===== src/rtl/mem_port_arbiter.sv =====
// Arbitrates one single-ported memory between instruction fetch and data access.
// Optional stall-cycle counter (Stall_Count port) is built only when STALL_CNT_EN is defined.
module mem_port_arbiter (
    input  logic        clk,
    input  logic        rst_n,
    input  logic        IF_Req,
    input  logic [31:0] IF_Addr,
    output logic [31:0] IF_Instr,
    output logic        IF_Valid,
    input  logic        MEM_MemRead,
    input  logic        MEM_MemWrite,
    input  logic [31:0] MEM_ALUResult,
    input  logic [31:0] MEM_ReadData2,
    output logic [31:0] MEM_ReadData,
    output logic        MEM_Done,
    output logic        Stall_IF,
    output logic        Stall_MEM,
    output logic        Mem_Req,
    output logic        Mem_We,
    output logic [31:0] Mem_Addr,
    output logic [31:0] Mem_WData,
    input  logic [31:0] Mem_RData,
    input  logic        Mem_Ack
`ifdef STALL_CNT_EN
   ,output logic [31:0] Stall_Count
`endif
);

    typedef enum logic [1:0] {
        IDLE = 2'd0,
        DACC = 2'd1,
        IACC = 2'd2
    } state_t;

    state_t      state_q, state_d;
    logic        last_data_q, last_data_d;
    logic [31:0] if_instr_q, if_instr_d;
    logic        if_valid_q, if_valid_d;
    logic [31:0] mem_rdata_q, mem_rdata_d;
    logic        mem_done_q, mem_done_d;

    logic        data_pending;
    logic        fetch_pending;

    // A request that has just completed is masked for its done cycle so it is never re-issued.
    assign data_pending  = (MEM_MemRead | MEM_MemWrite) & ~mem_done_q;
    assign fetch_pending = IF_Req & ~if_valid_q;

    assign Stall_MEM = rst_n & data_pending;
    assign Stall_IF  = rst_n & (fetch_pending | data_pending);

    assign IF_Instr     = if_instr_q;
    assign IF_Valid     = if_valid_q;
    assign MEM_ReadData = mem_rdata_q;
    assign MEM_Done     = mem_done_q;

    always_comb begin
        state_d     = state_q;
        last_data_d = last_data_q;
        if_instr_d  = if_instr_q;
        if_valid_d  = 1'b0;
        mem_rdata_d = mem_rdata_q;
        mem_done_d  = 1'b0;
        Mem_Req     = 1'b0;
        Mem_We      = 1'b0;
        Mem_Addr    = 32'd0;
        Mem_WData   = 32'd0;

        case (state_q)
            IDLE: begin
                // Data wins ties unless data was served last, which keeps fetch from starving.
                if (data_pending && (!fetch_pending || !last_data_q)) begin
                    state_d = DACC;
                end else if (fetch_pending) begin
                    state_d = IACC;
                end
            end
            DACC: begin
                Mem_Req   = 1'b1;
                Mem_We    = MEM_MemWrite;
                Mem_Addr  = MEM_ALUResult;
                Mem_WData = MEM_ReadData2;
                if (Mem_Ack) begin
                    if (!MEM_MemWrite) begin
                        mem_rdata_d = Mem_RData;
                    end
                    mem_done_d  = 1'b1;
                    last_data_d = 1'b1;
                    state_d     = IDLE;
                end
            end
            IACC: begin
                Mem_Req  = 1'b1;
                Mem_Addr = IF_Addr;
                if (Mem_Ack) begin
                    if_instr_d  = Mem_RData;
                    if_valid_d  = 1'b1;
                    last_data_d = 1'b0;
                    state_d     = IDLE;
                end
            end
            default: begin
                state_d = IDLE;
            end
        endcase
    end

    always_ff @(posedge clk or negedge rst_n) begin
        if (!rst_n) begin
            state_q     <= IDLE;
            last_data_q <= 1'b0;
            if_instr_q  <= 32'd0;
            if_valid_q  <= 1'b0;
            mem_rdata_q <= 32'd0;
            mem_done_q  <= 1'b0;
        end else begin
            state_q     <= state_d;
            last_data_q <= last_data_d;
            if_instr_q  <= if_instr_d;
            if_valid_q  <= if_valid_d;
            mem_rdata_q <= mem_rdata_d;
            mem_done_q  <= mem_done_d;
        end
    end

`ifdef STALL_CNT_EN
    logic [31:0] stall_count_q, stall_count_d;

    always_comb begin
        stall_count_d = stall_count_q;
        if (Stall_IF && (stall_count_q != 32'hFFFF_FFFF)) begin
            stall_count_d = stall_count_q + 32'd1;
        end
    end

    always_ff @(posedge clk or negedge rst_n) begin
        if (!rst_n) begin
            stall_count_q <= 32'd0;
        end else begin
            stall_count_q <= stall_count_d;
        end
    end

    assign Stall_Count = stall_count_q;
`endif

endmodule


===== config.mk =====
export PLATFORM = sky130hd
export DESIGN_NAME = mem_port_arbiter
export DESIGN_NICKNAME = d
export VERILOG_FILES = /design/src/rtl/mem_port_arbiter.sv
export SDC_FILE = /design/constraint.sdc
export NUM_CORES = 1
export LEC_CHECK = 0
export CORE_ASPECT_RATIO = 0.8
export CORE_MARGIN = 2
export CORE_UTILIZATION = 25
export CTS_BUF_LIST = sky130_fd_sc_hd__clkbuf_2
export DETAILED_ROUTE_END_ITERATION = 12
export PLACE_DENSITY = 0.71
export SYNTH_ARGS = -nofsm -noshare
export SYNTH_HDL_FRONTEND = slang
export SYNTH_SLANG_ARGS = --single-unit

===== constraint.sdc =====
create_clock -name clk -period 3.1 [get_ports clk]
set_input_delay 0.93 -clock clk [delete_from_list [all_inputs] [get_ports clk]]
set_output_delay 0.93 -clock clk [all_outputs]
set_load 0.01 [all_outputs]

==> summary by stage, run 1 <==
Outcome
The flow ran to the end, and the final reports show no timing, DRC or antenna violations.

Layout
Once layout is complete, the cells apart from fillers number 737. At the end of the flow the core is filled with cells to 50.2%. The filler cells instantiated in the layout total 1,241.

The number of nets at the end of the flow is 689. Compared with the post-synthesis result, the final layout area differs by 96.3%. The share of cells above drive strength 1 is 19.9%. With fillers left out, the area of the finished cells amounts to 6830 µm². 0 antenna diodes ended up in the layout.

Placed design
The number of buffers inserted by port buffering is 267. The detailed placer's ending HPWL is 9690 µm. At the end of routability-driven placement, the weighted congestion stood at 0.776. The setup slack at placement is -128 ps. The placed cell area is 6380 µm². Including well taps, the total number of placed cells is 712.

Worst setup path
The worst path required time is 2170 ps. For the worst flop-to-flop path, the logic depth is 6. The cell type of the slowest stage on the worst timing path is dfrtp_1. STA puts the critical path data arrival time at 2060 ps. The worst register-to-register path ends at MEM_ReadData[28]. STA classifies the critical path endpoint as a primary output. Walking the worst path, the cells encountered are ha_4 > buf_4 > clkbuf_16 > a22oi_1 > nor2b_1 > dlygate4sd2_1. STA classifies the critical path startpoint as a flip-flop. Of all nets on the critical path, the largest fanout is 15. The longest individual stage delay on the worst path is 460 ps. The slack of the worst reg-to-reg path is 1210 ps. The worst register-to-register path begins at state_q[0]. The path type of the worst setup path is flip-flop to primary output.

Routing
The count of unresolved DRC violations after routing is 0. The detailed-route wire length per cell is 18.2 µm. The via total after detailed routing is 3,279. The total detailed-routing wirelength is 13,400 µm. In this run, the number of DRC markers left after iteration 0 of detailed routing was 157.

The remaining antenna violation count after routing is 0. The routed via count divided by cell count is 4.45. The pre-antenna-repair detailed-routing pass consisted of 4 iterations.

Logic synthesis
In this run, synthesis produced a sequential element count of 69. The yosys synthesis warning count is 0. For this run, the register share of the synthesized area comes to 49.6%.

The mean instance size in the synthesized netlist is 12.6 µm². The number of unique standard cell types used by synthesis is 21. The mapped netlist covers 3480 µm². Synthesis produced 275 cells. The net count of the mapped netlist is 412.

Hold path
The endpoint of the worst hold-timing path is IF_Instr[7]. Along the worst hold path, the cell count comes to 1. The critical hold path startpoint is IF_Instr[7]. The worst hold-check path type is flip-flop to flip-flop.

Floorplan
The top-level I/O count is 268. In this run the horizontal extent of the chip is 136 µm. Row generation in the floorplan step produced 38 rows. The core region is 13,600 µm².

The die covers 14,900 µm². In this run the vertical extent of the chip is 110 µm. The effective utilization at floorplan is 25.6%.

Timing
The worst hold slack across all endpoints is 533 ps. Setup repair after global routing could not meet its margin everywhere. Dividing the final minimum period by the clock period gives 96.5%.

Setup violations remaining at the end of the flow were counted as 0. The final count of hold timing violations was 0. The final-report max-slew violation count is 0. At the pin with the least slew margin, the transition time is 860 ps. Setup slack closes at 109 ps. The post-layout minimum cycle time is 2990 ps. Across the routed clock network, the largest skew measured is 23.0 ps.

The summed negative setup slack over all endpoints is 0 ps. The achievable clock frequency is 334 MHz. The worst pin sits at a relative slew slack of 42.7%.

Power
After layout, the design draws a total of 5.83 mW. In this run the static leakage power is 3.59 nW. The worst ir drop on vdd is 0.000390 V. The power per standard cell area is 853 nW/µm².

Clocking
In this run the clock root is driven by a clkbuf_2. In this run the deepest clock path goes through 2 buffers. The clock tree synthesis step divided the H-tree into 3 levels. The clock drives 69 sinks.

The number of buffers added by the clock tree synthesis step is 9. The worst-skew pair later-pin latency is 520 ps. After clock tree synthesis, the clock-pin slew on the worst setup and hold paths is 200 ps. The CTS tree is built.

Job
The tool flagged a number of max-cap violations equal to 0.

Global routing
Global routing used 15.9% of the available tracks across all layers. The total congestion overflow after global routing is 0. Entering global routing, the biggest net connects 70 pins.

The via count of the first global-routing pass is 3,286. The initial antenna violation count is 0. The wire length of the first global-routing pass is 18,100 µm.
==> worst max-delay path: cells and delay by family (launching register included) <==
| kind | cells | cell delay [ps] |
|---|---|---|
| buffers and inverters | 3 | 610 |
| DFF | 1 | 460 |
| adders and majority gates | 1 | 210 |
| AOI/OAI and AO/OA | 1 | 200 |
| and+or+nand+nor | 1 | 70 |
==> how the worst max path moves through the flow <==
stage | startpoint | end | slack [ps] | depth (start not counted)
floorplan | state_q[0] | Mem_Addr[10] | 810 | 6
global placement | MEM_MemWrite | Stall_IF | -130 | 4
detailed placement | MEM_MemWrite | Stall_IF | -130 | 4
CTS | state_q[1] | Mem_WData[14] | -230 | 5
global route | state_q[1] | Mem_Addr[2] | -10 | 7
finish | state_q[0] | Mem_Addr[15] | 110 | 6
==> cells in the mapped netlist, drive strengths merged <==
| master | n | area share [%] |
|---|---|---|
| a21oi | 3 | 0.43 |
| a22oi | 32 | 6.9 |
| and2 | 34 | 6.2 |
| buf | 11 | 2.4 |
| clkbuf | 10 | 1.1 |
| dfrtp | 69 | 50 |
| ha | 3 | 1.1 |
| inv | 5 | 0.54 |
| mux2 | 64 | 24 |
| nand2 | 1 | 0.11 |
| nand2b | 3 | 0.54 |
| nor2 | 3 | 0.32 |
| nor2b | 33 | 5.9 |
| o21a | 1 | 0.22 |
| o21bai | 1 | 0.22 |
| o32ai | 2 | 0.50 |
==> cell usage in the layout (no fill, tap or decap), drive strengths merged, types with 6 or more instances in the layout <==
cell type	Yosys	layout
clkdlybuf4s50	0	197
buf	11	17
a22oi	32	32
dlygate4sd2	0	26
mux2	64	64
nor2b	33	33
dfrtp	69	69
and2	34	34
dlymetal6s2s	0	43
clkbuf	10	13
inv	5	6
==> kinds of logic (layout without fill, tap and decap cells) <==
family                   count (synthesis)  after routing  share of synthesized area (%)
AO/OA/AOI/OAI                           39             39                           8.27
adder cells (fa/ha/maj)                  3              3                           1.08
buffers and inverters                   26            308                           3.99
flip-flops                              69             69                           49.6
multiplexers                            64             64                           24.0
AND/OR/NAND/NOR                         74             74                           13.1
==> power breakdown <==
part / switching [mW] / internal [mW] / total [mW]
clock: 0.348 / 0.269 / 0.618
combinational: 1.40 / 2.22 / 3.61
sequential: 0.255 / 1.34 / 1.59
total: 2.00 / 3.83 / 5.83
==> metal layers <==
layer	vias to the layer above	track usage, %	wire [µm]
met3	11	3.37	672
li1	1513	-	-
met4	0	4.24	116
met1	1632	21.1	5810
met2	123	26.6	6840
met5	-	0	0
==> sequential cells by signal, summed over array words and instances, names as in the netlist <==
name / cells
last_data_q: 1
MEM_Done: 1
MEM_ReadData: 32
state_q: 2
IF_Instr: 32
IF_Valid: 1
==> repair_timing <==
item / CTS / global route
endpoints found under the setup margin: 68 / 55
hold buffers: 0 / 0
endpoints found under the hold margin: 0 / 0
gates cloned: 1 / 4
resized for setup: 28 / 55
setup buffers: 0 / 4
==> final cells by class <==
class | instances | area (µm²) | area share, %
Clock buffer | 9 | 45.0 | 0.660
Clock inverter | 7 | 97.6 | 1.43
Inverter | 5 | 18.8 | 0.275
Multi-Input combinational cell | 180 | 1670 | 24.4
Sequential cell | 69 | 1730 | 25.3
Tap cell | 180 | 225 | 3.30
Timing Repair Buffer | 287 | 3050 | 44.6
No activity file was read; power rests on OpenSTA's default activity.
==> run 2: changes to the inputs <==
--- a/config.mk
+++ b/config.mk
@@ -11,6 +11,7 @@
 export CTS_BUF_LIST = sky130_fd_sc_hd__clkbuf_2
 export DETAILED_ROUTE_END_ITERATION = 12
 export PLACE_DENSITY = 0.71
+export REMOVE_ABC_BUFFERS = 1
 export SYNTH_ARGS = -nofsm -noshare
 export SYNTH_HDL_FRONTEND = slang
 export SYNTH_SLANG_ARGS = --single-unit
==> constraint.sdc (replaced) <==
create_clock -name clk -period 3.1 [get_ports clk]
set_input_delay 0.93 -clock clk [delete_from_list [all_inputs] [get_ports clk]]
set_output_delay 0.93 -clock clk [all_outputs]
set_load 0.005 [all_outputs]
==> run 2 against run 1 <==
Flip-flop and latch count is the same. First-iteration DRC count shrank 27%. Utilization shrank 0.23 points. Critical path depth grew 1. Setup slack lost 15 ps. Cell count grew 1.1%. Global-route usage grew 1.9 points. Combinational power shrank 4%. Clock-buffer cell count grew 3. Power shrank 4.4%. Wire length grew 6.2%. Largest cell class unchanged.
==> summary by stage, run 2 (synthesis gave the netlist of run 1 again) <==
Outcome
Status: completed (unchanged).

Floorplan
The overall die area is 14,900 µm² (unchanged). The top-level I/O count is 268 (unchanged). The vertical die dimension came to 110 µm (unchanged).

The number of rows created at floorplan was 38 (unchanged). The area inside the core boundary was 13,600 µm² (unchanged). The floorplan die width was 136 µm (unchanged). The effective utilization at floorplan came to 25.6% (unchanged).

Global routing
The overall track demand over capacity in global routing is 17.8% (was 15.9%). The wire length of the first global-routing pass is 20,000 µm (was 18,100 µm). The maximum number of pins on one net before global-route repair is 70 (unchanged). The via count of the first global-routing pass came to 3,484 (was 3,286).

The initial antenna violation count is 1 (was 0). The total congestion overflow after global routing is 0 (unchanged).

Timing
The worst hold slack across all endpoints is 531 ps (was 533 ps). The count of endpoints failing setup in the final report came to 0 (unchanged). The clock skew is 21.1 ps (was 23.0 ps).

Unrepaired setup endpoints after global routing: yes (unchanged). The post-layout minimum cycle time came to 3010 ps (was 2990 ps). The achievable clock frequency is 333 MHz (was 334 MHz).

The post-route clock period utilization came to 97.0% (was 96.5%). The transition time of the tightest slew-check pin is 870 ps (was 860 ps). The final-report max-slew violation count is 0 (unchanged). The final count of hold timing violations is 0 (unchanged). The normalized max-slew margin is 42.0% (was 42.7%).

Hold path
The worst hold-check path type is flip-flop to flip-flop (unchanged). The number of cells on the worst hold path is 1 (unchanged). The critical hold path startpoint is IF_Instr[1] (was IF_Instr[7]).

The endpoint of the worst hold-timing path is IF_Instr[1] (was IF_Instr[7]).

Worst setup path
The startpoint of the worst-slack reg-to-reg timing path was state_q[0] (unchanged). The worst path required time is 2170 ps (about the same). The slack of the worst reg-to-reg path came to 1080 ps (was 1210 ps). The critical path arrival is 2080 ps (was 2060 ps). The largest driver fanout on the critical path came to 16 (was 15). The path type of the worst setup path is flip-flop to primary output (unchanged).

The depth of the worst register-to-register path is 7 (was 6). The reg-to-reg endpoint is MEM_ReadData[29] (was MEM_ReadData[28]). The kind of end point of the critical path is a primary output (unchanged).

The startpoint kind of the worst setup timing path is a flip-flop (unchanged).

Routing
The detailed-route wire length per cell is 19.2 µm (was 18.2 µm). The wire length on met3 is 1380 µm (was 672 µm). The wire length on met1 is 5630 µm (was 5810 µm).

The via total after detailed routing is 3,286 (was 3,279). The routed via count divided by cell count is 4.41 (was 4.45). The iteration-0 DRC count of the detailed router is 114 (was 157). The remaining antenna violation count after routing was 0 (unchanged). The count of unresolved DRC violations after routing is 0 (unchanged). The iteration count of the initial detailed-routing pass came to 7 (was 4).

The top routing layer in use is met4 (unchanged). The routed wire length on met2 is 7120 µm (was 6840 µm). The total detailed-routing wirelength is 14,300 µm (was 13,400 µm).

Clocking
The number of levels the H-tree was split into is 3 (unchanged). The cell at the root of the clock tree is clkbuf_2 (unchanged). The CTS tree is built (unchanged).

The number of buffers added by the clock tree synthesis step is 9 (unchanged). The hold-fix buffer count after cts came to 0 (unchanged). The total clock sinks is 69 (unchanged). The worst-skew pair later-pin latency is 490 ps (was 520 ps). The number of buffers on the longest clock path is 2 (unchanged). The clock-pin slew on the worst setup and hold paths is 180 ps (was 200 ps).

Power
The total power of the final layout is 5.57 mW (was 5.83 mW). The leakage power figure came to 3.18 nW (was 3.59 nW). The worst ir drop on vdd is 0.000505 V (was 0.000390 V). The power per standard cell area was 819 nW/µm² (was 853 nW/µm²).

Layout
The share of cells above drive strength 1 is 22.7% (was 19.9%). Most frequent cells in the layout: clkdlybuf4s50_1, dfrtp_1, dlygate4sd2_1 (was clkdlybuf4s50_1, dfrtp_1, dlymetal6s2s_1). The leading cell type in the layout, fill and taps excluded is clkdlybuf4s50_1 (unchanged).

The area added between synthesis and finish is 95.4% (was 96.3%). The number of nets at the end of the flow came to 696 (was 689). The post-route standard cell area excluding fillers was 6800 µm² (was 6830 µm²).

Placed design
The number of buffers inserted by port buffering is 267 (unchanged). The placed cell area is 6390 µm² (was 6380 µm²). The detailed placer's ending HPWL came to 10,300 µm (was 9690 µm). The routability-driven placement congestion ratio is 0.773 (was 0.776).

Job
The max capacitance violation total is 0 (unchanged).
-- run 2: changes by cell type in the layout (fill, tap and decap cells not counted), sizes merged --
cell | before | now
buf | 17 | 26
bufinv | 2 | 1
clkbuf | 13 | 14
clkdlybuf4s50 | 197 | 217
clkinvlp | 1 | 0
diode | 0 | 1
dlygate4sd2 | 26 | 36
dlymetal6s2s | 43 | 13
inv | 6 | 5
-- run 2: worst max-delay path, cell delays in order, from the launching register on --
cell and delay [ps]:
dfrtp_1 430, buf_4 150, ha_4 180, buf_4 140, clkbuf_16 170, a22oi_1 200, nor2b_1 70, dlygate4sd2_1 260
-- run 2: how the worst max path moves through the flow --
stage,start,endpoint,slack [ps],cells after the start
floorplan,state_q[1],MEM_ReadData[0],-220,5
global placement,MEM_MemWrite,Stall_IF,-160,5
detailed placement,MEM_MemWrite,Stall_IF,-120,5
CTS,state_q[0],Mem_Addr[22],-80,6
global route,state_q[0],Mem_Addr[12],-40,7
finish,state_q[0],Mem_Addr[12],90,7
-- run 2: power by group --
group          internal [mW]  total (mW)  switching [mW]  leakage, nW
clock                  0.196       0.513           0.317       0.0759
sequential              1.34        1.60           0.259        0.831
combinational           2.26        3.46            1.19         2.27
total                   3.80        5.57            1.77         3.18
-- run 2: stage by stage --
stage	cells	utilization [%]	TNS, ps	setup slack, ps
global placement	714	47.0	-300	-160
floorplan	254	-	-7090	-222
CTS	736	48.6	-82.5	-82.5
detailed placement	714	47.0	-266	-119
global route	744	50.0	-179	-35.2
finish	745	50.0	0	94.3
-- run 2: layer usage --
| layer | track usage, % | vias to the layer above |
|---|---|---|
| met4 | 3.87 | 0 |
| met1 | 20.4 | 1601 |
| met5 | 0 | - |
| met2 | 32.0 | 153 |
| li1 | - | 1521 |
| met3 | 6.64 | 11 |
-- run 2: cell type report --
| type | instances | area, µm² |
|---|---|---|
| fillers | 1233 | 6800 |
| repair buffers | 294 | 3000 |
| flip-flops and latches | 69 | 1730 |
| multi-input cells | 180 | 1710 |
| well taps | 180 | 225 |
| clock buffers | 12 | 60.1 |
| clock inverters | 4 | 48.8 |
| inverters | 5 | 18.8 |
| diodes | 1 | 2.50 |
-- run 2: what timing repair did --
action | 4_1_cts | 5_1_grt
resized for setup | 51 | 23
endpoints found under the setup margin | 67 | 29
pin swaps | 1 | 3
cloned | 3 | 2
setup buffers | 3 | 6
==> run 3: changes to the inputs <==
--- a/config.mk
+++ b/config.mk
@@ -5,6 +5,7 @@
 export SDC_FILE = /design/constraint.sdc
 export NUM_CORES = 1
 export LEC_CHECK = 0
+export ABC_AREA = 1
 export CORE_ASPECT_RATIO = 0.8
 export CORE_MARGIN = 2
 export CORE_UTILIZATION = 25
==> run 3 against run 2 <==
First-iteration DRC count increased by 32%. Cell count increased by 24%. Clock-buffer cell count shrank 3. Critical path type is now input port to primary output. Wire length grew 3.2%. Via count is 18% higher.
==> summary by stage, run 3 <==
Global routing
The total congestion overflow after global routing was 0 (unchanged). The busiest layer in global routing is met2 (unchanged). The maximum number of pins on one net before global-route repair is 70 (unchanged). The fraction of met3 tracks used by global routing is 6.95% (was 6.64%).

The global routing usage on met2 is 30.6% (was 32.0%). The wire length of the first global-routing pass is 21,000 µm (was 20,000 µm). The overall track demand over capacity in global routing is 18.6% (was 17.8%). The via count of the first global-routing pass is 3,787 (was 3,484). The initial antenna violation count came to 1 (unchanged).

The met1 track utilization from global routing is 23.2% (was 20.4%).

Routing
The via total after detailed routing came to 3,884 (was 3,286). The iteration count of the initial detailed-routing pass was 5 (was 7). The detailed-route wire length per cell is 16.0 µm (was 19.2 µm). The count of unresolved DRC violations after routing is 0 (unchanged). The routed via count divided by cell count is 4.22 (was 4.41). The iteration-0 DRC count of the detailed router came to 150 (was 114). The total detailed-routing wirelength is 14,700 µm (was 14,300 µm). The remaining antenna violation count after routing was 0 (unchanged).

Placed design
The total instance count after detailed placement is 892 (was 714). The routability-driven placement congestion ratio is 0.836 (was 0.773). The detailed placer's ending HPWL came to 11,000 µm (was 10,300 µm). The number of buffers inserted by port buffering is 267 (unchanged).

Worst setup path
The worst path required time is 2170 ps (about the same). The cell type of the slowest stage on the worst timing path was clkdlybuf4s50_1 (was dfrtp_1). Cell Chain, Critical Path: clkdlybuf4s50_1 > o21ai_0 > buf_4 > a21oi_1 > dlygate4sd2_1 (was buf_4 > ha_4 > buf_4 > clkbuf_16 > a22oi_1 > nor2b_1 > dlygate4sd2_1).

The path type of the worst setup path is input port to primary output (was flip-flop to primary output). The startpoint kind of the worst setup timing path is an input port (was flip-flop). The longest individual stage delay on the worst path is 480 ps (was 430 ps).

The critical path arrival is 2060 ps (was 2080 ps). The depth of the worst register-to-register path came to 8 (was 7). The largest driver fanout on the critical path is 3 (was 16).

The kind of end point of the critical path is a primary output (unchanged).

Timing
The summed negative setup slack over all endpoints is 0 ps (unchanged). The count of endpoints failing setup in the final report is 0 (unchanged). The post-layout minimum cycle time is 2990 ps (was 3010 ps). The post-route clock period utilization came to 96.3% (was 97.0%). The transition time of the tightest slew-check pin came to 868 ps (was 870 ps). The normalized max-slew margin is 42.1% (was 42.0%). The achievable clock frequency is 335 MHz (was 333 MHz).

The final count of hold timing violations is 0 (unchanged). The clock skew is 23.6 ps (was 21.1 ps). Unrepaired setup endpoints after global routing: no (was yes). The final-report max-slew violation count is 0 (unchanged).

Power
The leakage power figure is 3.43 nW (was 3.18 nW). The worst ir drop on vdd is 0.000440 V (was 0.000505 V). The power per standard cell area is 816 nW/µm² (was 819 nW/µm²).

Floorplan
The number of rows created at floorplan is 38 (unchanged). The top-level I/O count is 268 (unchanged). The overall die area is 15,100 µm² (was 14,900 µm²).

The area inside the core boundary is 13,600 µm² (about the same). The vertical die dimension was 110 µm (about the same). The effective utilization at floorplan is 25.8% (was 25.6%). The floorplan die width was 137 µm (was 136 µm).

Logic synthesis
The instance count of the mapped netlist came to 458 (was 275). Synth area leaders: dfrtp_1, nand2_1, inv_1, o21ai_2, o21ai_0 (was dfrtp_1, mux2_4, mux2_2, a22oi_1, and2_1). The cell taking the most area after synthesis is dfrtp_1 (unchanged). The number of unique standard cell types used by synthesis came to 18 (was 21). The total of flip-flops plus latches after synthesis is 69 (unchanged). The sequential-to-total area share from yosys stat is 49.0% (was 49.6%). The top-area cell type share of the netlist area is 49.0% (was 49.6%).

The post-synthesis async set-or-reset flop share is 100% (unchanged). The most frequently used flop master after synthesis is dfrtp_1 (unchanged). The mean instance size in the synthesized netlist came to 7.69 µm² (was 12.6 µm²). The library cell with the highest instance count after synthesis is nand2_1 (was dfrtp_1). The yosys synthesis warning count is 0 (unchanged). The cell area after synthesis is 3520 µm² (was 3480 µm²). The number of synthesized flops with an enable pin is 0 (unchanged). Top cells by instance count after synthesis: nand2_1, inv_1, dfrtp_1 (was dfrtp_1, mux2_2, and2_1, nor2b_1, a22oi_1).

Outcome
Status: completed (unchanged).

Layout
The leading cell type in the layout, fill and taps excluded is clkdlybuf4s50_1 (unchanged). Most frequent cells in the layout: clkdlybuf4s50_1, nand2_1, inv_1 (was clkdlybuf4s50_1, dfrtp_1, dlygate4sd2_1). The number of nets at the end of the flow is 872 (was 696). The fill cell instance count of the final layout is 1,345 (was 1,233).

The fraction of the core area covered by cells at the end of the flow came to 49.4% (was 50.0%). The share of cells above drive strength 1 is 15.4% (was 22.7%). The area added between synthesis and finish is 91.5% (was 95.4%). The post-layout instance count excluding filler cells was 921 (was 745).

Clocking
The worst-skew pair later-pin latency came to 490 ps (about the same). The number of levels the H-tree was split into is 3 (unchanged). The number of buffers on the longest clock path is 2 (unchanged). The hold-fix buffer count after cts is 0 (unchanged). The total clock sinks is 69 (unchanged).

The cell at the root of the clock tree is clkbuf_2 (unchanged). The number of buffers added by the clock tree synthesis step came to 9 (unchanged). The clock-pin slew on the worst setup and hold paths came to 200 ps (was 180 ps). The CTS tree is built (unchanged).

Hold path
The number of cells on the worst hold path was 2 (was 1). The worst hold-check path type is flip-flop to flip-flop (unchanged).

Job
The max capacitance violation total is 0 (unchanged).
-- run 3: what timing repair did --
item                                    4_1_cts  5_1_grt
pin swaps                                     1        1
gates cloned                                  4        0
endpoints found under the setup margin       60       38
endpoints found under the hold margin         0        0
buffers inserted                              6        2
gates resized for setup                      92       41
-- run 3: layout make-up --
class / count / area (µm²) / area share [%]
Antenna cell: 1 / 2.50 / 0.0371
Clock buffer: 9 / 45.0 / 0.668
Clock inverter: 7 / 105 / 1.56
Inverter: 76 / 289 / 4.28
Multi-Input combinational cell: 285 / 1440 / 21.3
Sequential cell: 69 / 1730 / 25.6
Tap cell: 180 / 225 / 3.34
Timing Repair Buffer: 294 / 2920 / 43.2
-- run 3: path summary, 6_finish.rpt --
kind / from / endpoint / slack [ps]
setup reg to reg: state_q[1] / IF_Instr[8] / 1180
min in group asynchronous: rst_n / IF_Instr[7] / 620
max in group asynchronous: rst_n / IF_Instr[24] / 1900
setup / recovery: MEM_MemRead / Stall_IF / 110
hold reg to reg: MEM_ReadData[26] / MEM_ReadData[26] / 510
hold / removal: MEM_ReadData[26] / MEM_ReadData[26] / 510
-- run 3: metrics by stage --
step | total power [mW] | instance area [µm²] | hold WS (ps) | worst slack, ps
2_1_floorplan | 2.59 | 3360 | 467 | -130
3_3_place_gp | 4.54 | 6400 | 464 | -160
3_5_place_dp | 4.57 | 6400 | 468 | -161
4_1_cts | 5.56 | 6770 | 515 | -3.81
5_1_grt | 5.92 | 6740 | 537 | 0.161
6_report | 5.51 | 6750 | 512 | 115
-- run 3: worst max-delay path, delay by kind of cell --
family | cells | cell delay, ps
AOI/OAI and AO/OA | 2 | 200
buffers and inverters | 3 | 910
-- run 3: cell families (layout without fill, tap and decap cells) --
family,after synthesis,in the layout,share of synthesized area [%]
other cells,0,1,0
flops,69,69,49.0
simple gates,183,183,19.8
compound gates,99,99,17.3
fa+ha+maj,3,3,1.07
buf+inv,104,386,12.8
-- run 3: layer usage --
layer  share of wire, %  wire [µm]
met5               0.11         16
met4                1.3        191
met3                 11       1630
met2                 46       6800
met1                 41       6100
-- run 3: power breakdown --
part | switching [mW] | internal (mW) | total (mW)
clock network | 0.380 | 0.280 | 0.661
logic | 1.45 | 1.85 | 3.30
registers | 0.237 | 1.30 | 1.54
total | 2.07 | 3.43 | 5.51
